[src/rtl/serial_sub_ctrl.sv]
// Bit-serial subtractor controller: computes A - B - bin one bit per clock, LSB first,
// through a full-subtractor cell and a registered borrow.
module serial_sub_ctrl #(
    parameter int WIDTH = 8
) (
    input  logic             clk,
    input  logic             rst,
    input  logic             start,
    input  logic [WIDTH-1:0] a_in,
    input  logic [WIDTH-1:0] b_in,
    input  logic             bin,
    output logic             busy,
    output logic             done,
    output logic [WIDTH-1:0] diff,
    output logic             borrow_out,
    output logic             zero
);

    // state  | meaning
    // S_IDLE | waiting for start; results from the last operation held
    // S_RUN  | one bit subtracted per cycle, LSB first
    // S_DONE | done pulse for one cycle, results valid

    localparam int CW = (WIDTH > 1) ? $clog2(WIDTH) : 1;

    typedef enum logic [1:0] {
        S_IDLE = 2'd0,
        S_RUN  = 2'd1,
        S_DONE = 2'd2
    } state_t;

    state_t           state, state_nxt;
    logic [WIDTH-1:0] a_sh, b_sh, diff_sh, diff_nxt;
    logic [CW-1:0]    cnt;
    logic             brw;
    logic             bit_a, bit_b, hs_d, d, bnext;
    logic             last_bit;

    assign last_bit = (cnt == CW'(WIDTH - 1));

    // Two cascaded half subtractors; their borrows are ORed into the next borrow.
    assign bit_a    = a_sh[0];
    assign bit_b    = b_sh[0];
    assign hs_d     = bit_a ^ bit_b;
    assign d        = hs_d ^ brw;
    assign bnext    = (~bit_a & bit_b) | (~hs_d & brw);
    assign diff_nxt = {d, diff_sh[WIDTH-1:1]};

    always_ff @(posedge clk or posedge rst) begin
        if (rst) state <= S_IDLE;
        else     state <= state_nxt;
    end

    always_comb begin
        state_nxt = state;
        case (state)
            S_IDLE:  if (start) state_nxt = S_RUN;
            S_RUN:   if (last_bit) state_nxt = S_DONE;
            S_DONE:  state_nxt = S_IDLE;
            default: state_nxt = S_IDLE;
        endcase
    end

    // busy/done decode straight from the state register, so no input reaches them.
    always_comb begin
        busy = (state == S_RUN);
        done = (state == S_DONE);
    end

    always_ff @(posedge clk or posedge rst) begin
        if (rst) begin
            a_sh       <= '0;
            b_sh       <= '0;
            diff_sh    <= '0;
            brw        <= 1'b0;
            cnt        <= '0;
            borrow_out <= 1'b0;
            zero       <= 1'b0;
        end else begin
            case (state)
                S_IDLE: begin
                    if (start) begin
                        a_sh    <= a_in;
                        b_sh    <= b_in;
                        brw     <= bin;
                        cnt     <= '0;
                        diff_sh <= '0;
                    end
                end
                S_RUN: begin
                    a_sh    <= a_sh >> 1;
                    b_sh    <= b_sh >> 1;
                    brw     <= bnext;
                    cnt     <= cnt + CW'(1);
                    diff_sh <= diff_nxt;
                    if (last_bit) begin
                        borrow_out <= bnext;
                        zero       <= (diff_nxt == '0);
                    end
                end
                default: ;
            endcase
        end
    end

    assign diff = diff_sh;

endmodule

[config.mk]
export PLATFORM = sky130hd
export DESIGN_NAME = serial_sub_ctrl
export DESIGN_NICKNAME = d
export VERILOG_FILES = /design/src/rtl/serial_sub_ctrl.sv
export SDC_FILE = /design/constraint.sdc
export NUM_CORES = 1
export LEC_CHECK = 0
export CAP_MARGIN = 20
export CORE_UTILIZATION = 49
export DETAILED_ROUTE_END_ITERATION = 7
export PLACE_DENSITY = 0.78
export SYNTH_ARGS = -nofsm -noshare
export SYNTH_HDL_FRONTEND = slang
export SYNTH_SLANG_ARGS = --single-unit
[constraint.sdc]
create_clock -name clk -period 1.47 [get_ports clk]
set_input_delay 0.294 -clock clk [delete_from_list [all_inputs] [get_ports clk]]
set_output_delay 0.294 -clock clk [all_outputs]
set_load 0.1 [all_outputs]
==> results of run 1 <==
-- worst min path at each step --
stage                        from      end  slack, ps  cells past startpoint
after floorplan               rst  a_sh[0]        410                      1
after global placement    b_sh[2]  b_sh[2]        460                      2
after detailed placement  b_sh[1]  b_sh[1]        470                      2
after CTS                     rst   cnt[2]        310                      3
after global routing          rst   cnt[2]        310                      3
final                         rst  b_sh[1]        310                      3
-- final cells by class --
type / count / area (um2)
multi-input cells: 77 / 551
fillers: 195 / 676
well taps: 31 / 38.8
clock buffers: 8 / 58.8
inverters: 4 / 15.0
flip-flops and latches: 32 / 802
repair buffers: 45 / 593
-- registers in the layout, indices dropped and copies added, names as in the netlist --
signal	flops
a_sh	8
b_sh	8
borrow_out	1
brw	1
cnt	3
diff	8
state	2
zero	1
-- per-stage QoR --
step,area [um2],utilization
floorplan,1410,-
global placement,1920,0.701
detailed placement,1920,0.701
CTS,2060,0.753
global route,2060,0.753
finish,2060,0.753
-- power breakdown --
group	internal, mW	switching [mW]	total [mW]	leakage, nW
combinational	1.35	1.75	3.10	0.539
clock	0.236	0.274	0.510	0.0326
sequential	1.26	0.349	1.61	0.405
total	2.84	2.37	5.22	0.977
-- per-layer routing --
metal	vias to the layer above	track usage	share of wire	wire length, um
met5	-	0	0	0
met4	0	0.157	0.046	146
met3	16	0.0562	0.036	114
met2	34	0.382	0.51	1600
met1	557	0.278	0.41	1290
li1	522	-	-	-
-- worst reg2reg max path, cell delays in order (launching register included) --
cell                      delay, ps
sky130_fd_sc_hd__dfrtp_1        420
sky130_fd_sc_hd__fa_1           530
sky130_fd_sc_hd__nor4_2         200
sky130_fd_sc_hd__nand4_1        170
sky130_fd_sc_hd__o21ai_1        110
-- cells by family after synthesis --
family | after synthesis | share of synthesized area
multiplexers | 11 | 0.0793
buffers and inverters | 12 | 0.0543
adder cells (fa/ha/maj) | 3 | 0.0321
flip-flops | 32 | 0.570
AO/OA/AOI/OAI | 37 | 0.169
AND/OR/NAND/NOR | 26 | 0.0953
-- layout by cell type, fill, tap and decap left out --
| cell type | n |
|---|---|
| sky130_fd_sc_hd__fa_1 | 1 |
| sky130_fd_sc_hd__clkbuf_1 | 2 |
| sky130_fd_sc_hd__dfrtp_1 | 31 |
| sky130_fd_sc_hd__a21oi_1 | 5 |
| sky130_fd_sc_hd__nand2_1 | 15 |
| sky130_fd_sc_hd__nand4_1 | 1 |
| sky130_fd_sc_hd__nor2b_4 | 2 |
| sky130_fd_sc_hd__a22oi_1 | 2 |
| sky130_fd_sc_hd__nor2b_1 | 2 |
| sky130_fd_sc_hd__and2_1 | 1 |
| sky130_fd_sc_hd__dfrtp_2 | 1 |
| sky130_fd_sc_hd__clkbuf_4 | 5 |
| sky130_fd_sc_hd__bufbuf_16 | 1 |
| sky130_fd_sc_hd__and3b_1 | 2 |
| sky130_fd_sc_hd__o21ai_0 | 11 |
| sky130_fd_sc_hd__inv_1 | 3 |
| sky130_fd_sc_hd__clkdlybuf4s50_1 | 19 |
| sky130_fd_sc_hd__buf_12 | 14 |
| sky130_fd_sc_hd__nor4_1 | 1 |
| sky130_fd_sc_hd__mux2i_1 | 10 |
| sky130_fd_sc_hd__a22o_1 | 12 |
| sky130_fd_sc_hd__buf_4 | 9 |
| sky130_fd_sc_hd__clkbuf_8 | 1 |
| sky130_fd_sc_hd__o21ai_1 | 6 |
| sky130_fd_sc_hd__inv_2 | 1 |
| sky130_fd_sc_hd__o21bai_2 | 1 |
| sky130_fd_sc_hd__ha_1 | 2 |
| sky130_fd_sc_hd__mux2_2 | 1 |
| sky130_fd_sc_hd__buf_6 | 2 |
| sky130_fd_sc_hd__nor4_2 | 1 |
| sky130_fd_sc_hd__nand3b_1 | 1 |
-- timing repair --
action | CTS | global route
setup endpoints to repair | 3 | 3
cloned | 1 | 0
gates resized for setup | 6 | 1
buffers inserted | 4 | 0
hold endpoints to repair | 0 | 0
==> impl_results.rst, run 1 <==
.. list-table::
   :header-rows: 1

   * - Metric
     - Value
   * - Final clock period utilization by the worst path
     - 1.04
   * - Cell area after synthesis
     - 1410 um2
   * - DP HPWL
     - 2100 um
   * - Sink count of the clock tree
     - 32
   * - Antenna fix cells
     - 0
   * - MaxCap Viol Count
     - 0
   * - Share of the synthesized area in the top cell type
     - 0.570
   * - Most used standard cell by instance count after synthesis
     - sky130_fd_sc_hd__dfrtp_1
   * - Master of the slowest instance on the critical path
     - sky130_fd_sc_hd__dfrtp_2
   * - Worst reg2reg path startpoint
     - a_sh[0]
   * - Total power of the final layout
     - 5.22 mW
   * - Top area cells in the synthesized netlist
     - sky130_fd_sc_hd__dfrtp_1 57%, sky130_fd_sc_hd__a22o_1 7.5%, sky130_fd_sc_hd__mux2i_1 7.1%
   * - Slew at the pin with the worst max-slew slack
     - 258 ps
   * - Wirelength per Cell
     - 16.0 um
   * - Quantity of I/O buffers inserted on ports
     - 31
   * - Die span in x
     - 55.6 um
   * - Wire length of the first global-routing pass
     - 5510 um
   * - Shortest period the worst path allows
     - 1520 ps
   * - P_leak
     - 0.977 nW
   * - Most instantiated flip-flop cell in the synthesis netlist
     - sky130_fd_sc_hd__dfrtp_1
   * - Count of TritonRoute iterations in the first routing pass
     - 4
   * - # rows
     - 19
   * - Count of buffer and inverter cells on the critical path
     - 2
   * - CTS Hold Bufs
     - 0
   * - Worst voltage drop across the vdd grid
     - 2.70 mV
   * - Final estimated routing congestion in global placement
     - 0.744
   * - Post-route worst hold slack
     - 309 ps
   * - Remaining routing DRC violations
     - 0
   * - Data arrival time of the worst path
     - 1230 ps
   * - Most common library cells after synthesis
     - 32 x sky130_fd_sc_hd__dfrtp_1, 15 x sky130_fd_sc_hd__nand2_1, 12 x sky130_fd_sc_hd__a22o_1, 12 x sky130_fd_sc_hd__o21ai_0, 10 x sky130_fd_sc_hd__mux2i_1
   * - Clock transition at the registers of the reported paths
     - 90 ps
   * - Insertion delay of the later-clocked pin in the worst-skew pair
     - 320 ps
   * - Hold violation count in the final report
     - 0
   * - Register-to-register path setup slack
     - -30 ps
   * - Layout-stage area growth over the synthesis result
     - 46.5%
   * - Top achievable clock speed
     - 656 MHz
   * - Core area
     - 2730 um2
   * - Final Slew Violations
     - 0
   * - Worst-case clock skew
     - 4.28 ps
   * - Clock buffer count from CTS
     - 5
   * - Effective utilization at floorplan
     - 0.514
   * - Vias post-DR
     - 1129
   * - Final setup margin
     - -54.5 ps
   * - Post-DRT Antenna Nets
     - 0
   * - Count of yosys warnings during synthesis
     - 0
   * - DP Cell Count
     - 184
   * - CTS tree
     - built
   * - Failing checks
     - negative setup slack
   * - H-tree depth reported by CTS
     - 2
   * - Total wire length
     - 3150 um
   * - Startpoint type of the worst setup path
     - register
   * - Slew HR
     - 0.826
   * - CP Class
     - register to output pin
   * - Critical path destination
     - busy
   * - Setup violators final
     - 3
   * - Cell taking the most area after synthesis
     - sky130_fd_sc_hd__dfrtp_1
   * - RSZ-0062 raised after global routing
     - true
   * - I/O pins
     - 32
   * - Remaining global-route overflow
     - 0
   * - CP Data Required Time
     - 1180 ps
   * - Aggregate global-route resource usage
     - 0.236
   * - Post-Place Worst Slack
     - -84.8 ps
   * - Cell chosen for the clock root
     - sky130_fd_sc_hd__clkbuf_4
   * - Setup Total Neg Slack
     - -115 ps
   * - Power density normalized to cell area
     - 2530 nW/um2
   * - Status
     - finished with violations
   * - FF-to-FF path depth
     - 4
   * - Maximum fanout along the worst path
     - 4
   * - Final nets
     - 188
   * - Cell family contributing the most delay on the critical path
     - flip-flops
   * - Cell-by-cell trace of the critical path
     - nor2b_4 -> buf_12 -> buf_12
   * - Die Footprint
     - 3090 um2
   * - Number of non-filler instances in the completed layout
     - 197
   * - Vias in the first global route
     - 1224
   * - Distinct cell type count of the synthesized netlist
     - 23
   * - Async set-reset flop share out of synthesis
     - 1.00
   * - Vertical die dimension
     - 55.6 um
   * - Pin count of the biggest net entering global routing
     - 33
   * - Kind of end point of the critical path
     - output pin
   * - Instance count of the mapped netlist
     - 121
   * - Synthesis-stage register bit count
     - 32
   * - CP startpoint
     - state[1]
   * - Detailed Route Iter0 Violations
     - 24
   * - Initial antenna violation count
     - 0
   * - Seq/Total Area, Yosys
     - 0.570
   * - Hold crit path type
     - input pin to asynchronous set/reset pin
   * - Worst reg2reg endpoint
     - zero
   * - Post-synth EDFFs
     - 0
   * - Instance count on the critical path
     - 3
   * - Post-Synthesis Mean Instance Area
     - 11.6 um2
   * - Crit path top cell by count
     - sky130_fd_sc_hd__buf_12
   * - Vias per cell
     - 5.73
   * - Number of nets produced by synthesis
     - 144
   * - Share of cells above drive strength 1
     - 0.235
   * - Highest cell delay on the worst timing path
     - 470 ps
   * - Maximum count of clock buffers along a single path
     - 2
Note: power is estimated with default switching activity, not from simulation.
==> inputs of run 2 (changes only) <==
--- a/config.mk
+++ b/config.mk
@@ -5,10 +5,11 @@
 export SDC_FILE = /design/constraint.sdc
 export NUM_CORES = 1
 export LEC_CHECK = 0
-export CAP_MARGIN = 20
+export CORE_MARGIN = 1.5
 export CORE_UTILIZATION = 49
 export DETAILED_ROUTE_END_ITERATION = 7
 export PLACE_DENSITY = 0.78
+export SKIP_LAST_GASP = 1
 export SYNTH_ARGS = -nofsm -noshare
 export SYNTH_HDL_FRONTEND = slang
 export SYNTH_SLANG_ARGS = --single-unit
==> run 2 against run 1 <==
Compared with the run above: the flow still finishes with violations (negative setup slack); wire length shrank 2.9%; global-route usage down 1.1 points; clock power increased by 32%; highest routed layer unchanged; worst setup slack improved by 28 ps; critical path depth stayed put.
==> impl_results.rst, run 2 (synthesis results as in run 1) <==
.. list-table::
   :header-rows: 1

   * - Metric
     - Value
   * - Status
     - finished with violations (unchanged)
   * - Failing checks
     - negative setup slack (unchanged)
   * - Slew at the pin with the worst max-slew slack
     - 314 ps (was 258 ps)
   * - DP Cell Count
     - 185 (was 184)
   * - Maximum count of clock buffers along a single path
     - 2 (unchanged)
   * - Remaining global-route overflow
     - 0 (unchanged)
   * - Hold crit path type
     - input pin to asynchronous set/reset pin (unchanged)
   * - Worst-case clock skew
     - 11.7 ps (was 4.28 ps)
   * - I/O pins
     - 32 (unchanged)
   * - Setup Total Neg Slack
     - -37.8 ps (was -115 ps)
   * - # rows
     - 19 (unchanged)
   * - Final estimated routing congestion in global placement
     - 0.757 (was 0.744)
   * - Quantity of I/O buffers inserted on ports
     - 31 (unchanged)
   * - Count of TritonRoute iterations in the first routing pass
     - 4 (unchanged)
   * - Count of buffer and inverter cells on the critical path
     - 2 (unchanged)
   * - Die Footprint
     - 3200 um2 (was 3090 um2)
   * - H-tree depth reported by CTS
     - 2 (unchanged)
   * - Remaining routing DRC violations
     - 0 (unchanged)
   * - Maximum fanout along the worst path
     - 2 (was 4)
   * - Number of non-filler instances in the completed layout
     - 201 (was 197)
   * - Top layer in use
     - met4 (unchanged)
   * - Final clock period utilization by the worst path
     - 1.02 (was 1.04)
   * - Vertical die dimension
     - 56.6 um (was 55.6 um)
   * - P_leak
     - 0.983 nW (was 0.977 nW)
   * - Leading cell types in the layout, fill and taps excluded
     - 31 x sky130_fd_sc_hd__dfrtp_1, 19 x sky130_fd_sc_hd__clkdlybuf4s50_1, 15 x sky130_fd_sc_hd__nand2_1 (unchanged)
   * - Total wire length
     - 3060 um (was 3150 um)
   * - Slew HR
     - 0.789 (was 0.826)
   * - Setup violators final
     - 2 (was 3)
   * - Cell family contributing the most delay on the critical path
     - flip-flops (unchanged)
   * - Total met3 wirelength after detailed routing
     - 175 um (was 114 um)
   * - Initial antenna violation count
     - 0 (unchanged)
   * - Share of cells above drive strength 1
     - 0.259 (was 0.235)
   * - CP Class
     - register to output pin (unchanged)
   * - DP HPWL
     - 2140 um (was 2100 um)
   * - Final Slew Violations
     - 0 (unchanged)
   * - Highest cell delay on the worst timing path
     - 440 ps (was 470 ps)
   * - Post-Place Worst Slack
     - -8.29 ps (was -84.8 ps)
   * - Antenna fix cells
     - 0 (unchanged)
   * - Data arrival time of the worst path
     - 1200 ps (was 1230 ps)
   * - Instance area after placement
     - 1920 um2 (about the same)
   * - Wl on met1
     - 1210 um (was 1290 um)
   * - Power density normalized to cell area
     - 2550 nW/um2 (was 2530 nW/um2)
   * - Insertion delay of the later-clocked pin in the worst-skew pair
     - 340 ps (was 320 ps)
   * - Most common cell after layout, fill and taps aside
     - sky130_fd_sc_hd__dfrtp_1 (unchanged)
   * - Vias post-DR
     - 1123 (was 1129)
   * - Core occupancy in the finished layout
     - 0.764 (was 0.753)
   * - CTS Hold Bufs
     - 0 (unchanged)
   * - Post-DRT Antenna Nets
     - 0 (unchanged)
   * - Cell chosen for the clock root
     - sky130_fd_sc_hd__clkbuf_4 (unchanged)
   * - Layout-stage area growth over the synthesis result
     - 48.6% (was 46.5%)
   * - Clock buffer count from CTS
     - 5 (unchanged)
   * - Master of the slowest instance on the critical path
     - sky130_fd_sc_hd__dfrtp_2 (unchanged)
   * - Wirelength per Cell
     - 15.2 um (was 16.0 um)
   * - Top achievable clock speed
     - 668 MHz (was 656 MHz)
   * - Final std cell area, no fill
     - 2090 um2 (was 2060 um2)
   * - Startpoint type of the worst setup path
     - register (unchanged)
   * - Wire length of the first global-routing pass
     - 5400 um (was 5510 um)
   * - CP Data Required Time
     - 1180 ps (about the same)
   * - Worst voltage drop across the vdd grid
     - 2.57 mV (was 2.70 mV)
   * - Final nets
     - 192 (was 188)
   * - MaxCap Viol Count
     - 0 (unchanged)
   * - CTS tree
     - built (unchanged)
   * - Core area
     - 2730 um2 (unchanged)
   * - Final setup margin
     - -26.4 ps (was -54.5 ps)
   * - Cell-by-cell trace of the critical path
     - nor2b_4 -> buf_6 -> buf_12 (was nor2b_4 -> buf_12 -> buf_12)
   * - Sink count of the clock tree
     - 32 (unchanged)
   * - RSZ-0062 raised after global routing
     - true (unchanged)
   * - Kind of end point of the critical path
     - output pin (unchanged)
   * - Die span in x
     - 56.6 um (was 55.6 um)
   * - Aggregate global-route resource usage
     - 0.225 (was 0.236)
   * - Detailed Route Iter0 Violations
     - 23 (was 24)
   * - Clock transition at the registers of the reported paths
     - 110 ps (was 90 ps)
   * - Post-route worst hold slack
     - 296 ps (was 309 ps)
   * - Vias in the first global route
     - 1166 (was 1224)
   * - Vias per cell
     - 5.59 (was 5.73)
   * - Effective utilization at floorplan
     - 0.514 (unchanged)
   * - Shortest period the worst path allows
     - 1500 ps (was 1520 ps)
   * - Amount of wire on met2 after detailed routing
     - 1610 um (was 1600 um)
   * - Hold violation count in the final report
     - 0 (unchanged)
   * - Pin count of the biggest net entering global routing
     - 33 (unchanged)
   * - Total power of the final layout
     - 5.33 mW (was 5.22 mW)
==> run 2: timing repair <==
action	in CTS	in global routing
endpoints found under the setup margin	2	3
buffers inserted	3	5
gates resized for setup	5	1
==> run 2: layout make-up <==
cell class / count / area (um2)
clock buffers: 5 / 37.5
clock inverters: 3 / 42.5
repair buffers: 49 / 602
multi-input cells: 77 / 551
well taps: 31 / 38.8
flip-flops and latches: 32 / 802
inverters: 4 / 15.0
fillers: 191 / 646
==> run 2: worst register-to-register path, cell delays in order, from the launching register on <==
cell and delay, ps:
sky130_fd_sc_hd__dfrtp_1 410, sky130_fd_sc_hd__inv_1 80, sky130_fd_sc_hd__fa_1 450, sky130_fd_sc_hd__nor4_2 200, sky130_fd_sc_hd__nand4_1 110, sky130_fd_sc_hd__o21ai_0 80
==> run 2: path summary, 6_finish.rpt <==
| check | from | endpoint | slack (ps) | cells past startpoint |
|---|---|---|---|---|
| worst max-delay path | state[1] | busy | -30 | 3 |
| worst min-delay path | rst | b_sh[0] | 300 | 3 |
| worst max register to register | b_sh[0] | zero | 60 | 5 |
| worst min register to register | a_sh[1] | a_sh[1] | 500 | 2 |
| max in group asynchronous | rst | b_sh[6] | 990 | 3 |
| min in group clk | a_sh[1] | a_sh[1] | 500 | 2 |
==> run 2: report_power, final <==
group | leakage (nW) | internal, mW | switching [mW] | total (mW)
clock | 0.0412 | 0.354 | 0.319 | 0.673
sequential | 0.405 | 1.26 | 0.333 | 1.59
combinational | 0.537 | 1.32 | 1.74 | 3.06
==> run 2: routing by layer <==
metal	up-vias	GRT usage
met5	-	0
met4	0	0.133
met3	6	0.0553
met2	34	0.364
met1	559	0.270
li1	524	-
==> inputs of run 3 (changes only) <==
--- a/config.mk
+++ b/config.mk
@@ -5,10 +5,9 @@
 export SDC_FILE = /design/constraint.sdc
 export NUM_CORES = 1
 export LEC_CHECK = 0
-export CORE_MARGIN = 1.5
-export CORE_UTILIZATION = 49
+export CORE_UTILIZATION = 52
 export DETAILED_ROUTE_END_ITERATION = 7
-export PLACE_DENSITY = 0.78
+export PLACE_DENSITY = 0.87
 export SKIP_LAST_GASP = 1
 export SYNTH_ARGS = -nofsm -noshare
 export SYNTH_HDL_FRONTEND = slang
==> constraint.sdc (replaced) <==
create_clock -name clk -period 1.79 [get_ports clk]
set_input_delay 0.358 -clock clk [delete_from_list [all_inputs] [get_ports clk]]
set_output_delay 0.358 -clock clk [all_outputs]
set_load 0.1 [all_outputs]
==> run 3 against run 2 <==
Compared with the run above: the flow now finishes without violations; hold slack improved by 110 ps; global-route usage rose by 1.9 points; register-to-register slack improved by 240 ps; combinational power fell by 22%.
==> impl_results.rst, run 3 (synthesis results as in run 1) <==
.. list-table::
   :header-rows: 1

   * - Metric
     - Value
   * - Instance area after placement
     - 1870 um2 (was 1920 um2)
   * - Clock network fraction of total power
     - 0.086 (was 0.126)
   * - Share of total power in combinational logic
     - 0.591 (was 0.575)
   * - Number of non-filler instances in the completed layout
     - 185 (was 201)
   * - Die Footprint
     - 2910 um2 (was 3200 um2)
   * - Post-Place Worst Slack
     - 180 ps (was -8.29 ps)
   * - Switching portion of total power
     - 0.465 (was 0.449)
   * - Top achievable clock speed
     - 593 MHz
   * - Shortest period the worst path allows
     - 1690 ps
   * - Vias post-DR
     - 1051 (was 1123)
   * - P_leak
     - 0.913 nW (was 0.983 nW)
   * - Final Slew Violations
     - 0 (unchanged)
   * - Setup violators final
     - 0 (was 2)
   * - Count of TritonRoute iterations in the first routing pass
     - 4 (unchanged)
   * - Worst voltage drop across the vdd grid
     - 1.95 mV (was 2.57 mV)
   * - Remaining routing DRC violations
     - 0 (unchanged)
   * - Hold violation count in the final report
     - 0 (unchanged)
   * - Vias in the first global route
     - 1036 (was 1166)
   * - Internal power consumption
     - 2.17 mW (was 2.93 mW)
   * - Final estimated routing congestion in global placement
     - 0.789 (was 0.757)
   * - Effective utilization at floorplan
     - 0.557 (was 0.514)
   * - Die span in x
     - 54.0 um (was 56.6 um)
   * - DP Cell Count
     - 178 (was 185)
   * - Initial antenna violation count
     - 0 (unchanged)
   * - Final clock period utilization by the worst path
     - 0.942
   * - Slew at the pin with the worst max-slew slack
     - 396 ps (was 314 ps)
   * - Sequential share of power
     - 0.323 (was 0.299)
   * - CP Data Required Time
     - 1430 ps (was 1180 ps)
   * - Vertical die dimension
     - 54.0 um (was 56.6 um)
   * - Cell chosen for the clock root
     - sky130_fd_sc_hd__clkbuf_4 (unchanged)
   * - Total power of the final layout
     - 4.06 mW (was 5.33 mW)
   * - I/O pins
     - 32 (unchanged)
   * - DP HPWL
     - 2100 um (was 2140 um)
   * - Status
     - finished, final reports clean (was finished with violations)
   * - Final nets
     - 180 (was 192)
   * - Maximum fanout along the worst path
     - 13 (was 2)
   * - Quantity of I/O buffers inserted on ports
     - 31 (unchanged)
   * - Wire length of the first global-routing pass
     - 4660 um (was 5400 um)
   * - Most common cell after layout, fill and taps aside
     - sky130_fd_sc_hd__dfrtp_1 (unchanged)
   * - Maximum count of clock buffers along a single path
     - 2 (unchanged)
   * - Register-to-register path setup slack
     - 300 ps (was 60 ps)
   * - Worst reg2reg endpoint
     - zero (unchanged)
   * - Wirelength per Cell
     - 16.3 um (was 15.2 um)
   * - Vias per cell
     - 5.68 (was 5.59)
   * - Final std cell area, no fill
     - 1950 um2 (was 2090 um2)
   * - Insertion delay of the later-clocked pin in the worst-skew pair
     - 330 ps (was 340 ps)
   * - Sink count of the clock tree
     - 32 (unchanged)
   * - Data arrival time of the worst path
     - 1330 ps (was 1200 ps)
   * - H-tree depth reported by CTS
     - 2 (unchanged)
   * - CP startpoint
     - state[1] (unchanged)
   * - Setup Total Neg Slack
     - 0 ps (was -37.8 ps)
   * - Worst-case clock skew
     - 10.0 ps (was 11.7 ps)
   * - Post-DRT Antenna Nets
     - 0 (unchanged)
   * - Remaining global-route overflow
     - 0 (unchanged)
   * - Clock transition at the registers of the reported paths
     - 90 ps (was 110 ps)
   * - Layout-stage area growth over the synthesis result
     - 38.7% (was 48.6%)
   * - Leading cell types in the layout, fill and taps excluded
     - 31 x sky130_fd_sc_hd__dfrtp_1, 19 x sky130_fd_sc_hd__clkdlybuf4s50_1, 15 x sky130_fd_sc_hd__nand2_1 (unchanged)
   * - Worst reg2reg path startpoint
     - a_sh[0] (was b_sh[0])
   * - FF-to-FF path depth
     - 4 (was 5)
   * - Core area
     - 2520 um2 (was 2730 um2)
   * - Share of cells above drive strength 1
     - 0.181 (was 0.259)
   * - RSZ-0062 raised after global routing
     - false (was true)
   * - # rows
     - 18 (was 19)
   * - Slew HR
     - 0.736 (was 0.789)
   * - Post-route worst hold slack
     - 410 ps (was 296 ps)
   * - Hold crit path type
     - input pin to asynchronous set/reset pin (unchanged)
   * - Startpoint type of the worst setup path
     - register (unchanged)
   * - Kind of end point of the critical path
     - output pin (unchanged)
   * - MaxCap Viol Count
     - 0 (unchanged)
   * - Total wire length
     - 3010 um (was 3060 um)
   * - Pin count of the biggest net entering global routing
     - 41 (was 33)
   * - Final setup margin
     - 104 ps (was -26.4 ps)
   * - Aggregate global-route resource usage
     - 0.244 (was 0.225)
   * - Power density normalized to cell area
     - 2080 nW/um2 (was 2550 nW/um2)
   * - CTS tree
     - built (unchanged)
   * - Antenna fix cells
     - 0 (unchanged)
   * - Clock buffer count from CTS
     - 5 (unchanged)
   * - Critical path destination
     - busy (unchanged)
   * - Detailed Route Iter0 Violations
     - 26 (was 23)
   * - Core occupancy in the finished layout
     - 0.773 (was 0.764)
   * - Psw
     - 1.89 mW (was 2.39 mW)
   * - CTS Hold Bufs
     - 0 (unchanged)
   * - CP Class
     - register to output pin (unchanged)
run 3: power groups by stage:
stage	Combinational (mW)	Clock (mW)	Sequential (mW)
4_1_cts	2.33	0.358	1.31
6_report	2.40	0.349	1.31
3_5_place_dp	2.33	0	1.32
2_1_floorplan	0.923	0	1.92
5_1_grt	2.54	0.391	1.35
3_3_place_gp	2.25	0	1.29
run 3: worst min-delay path by stage:
stage / end / slack, ps / cells past startpoint
2_1_floorplan: a_sh[2] / 450 / 2
3_5_place_dp: brw / 480 / 2
5_1_grt: diff[1] / 430 / 3
6_report: diff[1] / 410 / 3
3_3_place_gp: b_sh[2] / 470 / 2
4_1_cts: diff[2] / 420 / 3
run 3: area by class of cell:
cell class	instances	area, um2
clock buffer	5	37.5
fill	169	573
tap	30	37.5
timing repair buffer	37	518
multi-input combinational	77	539
sequential	32	802
inverter	4	15.0
run 3: critical path, stage by stage, from the launching register on:
cell and delay [ps]:
sky130_fd_sc_hd__dfrtp_2 480, sky130_fd_sc_hd__nor2b_4 170, sky130_fd_sc_hd__buf_12 170, sky130_fd_sc_hd__buf_12 180
run 3: repair_timing:
action / CTS / global route
endpoints found under the setup margin: 0 / 1
resized for setup: 0 / 2
endpoints found under the hold margin: 0 / 0
setup buffers: 0 / 1
run 3: metal layers:
metal / global-route usage / vias up / wire [um]
li1: - / 494 / -
met1: 0.273 / 521 / 1250
met2: 0.412 / 31 / 1550
met3: 0.0847 / 5 / 136
met4: 0.115 / 0 / 67
met5: 0 / - / 0
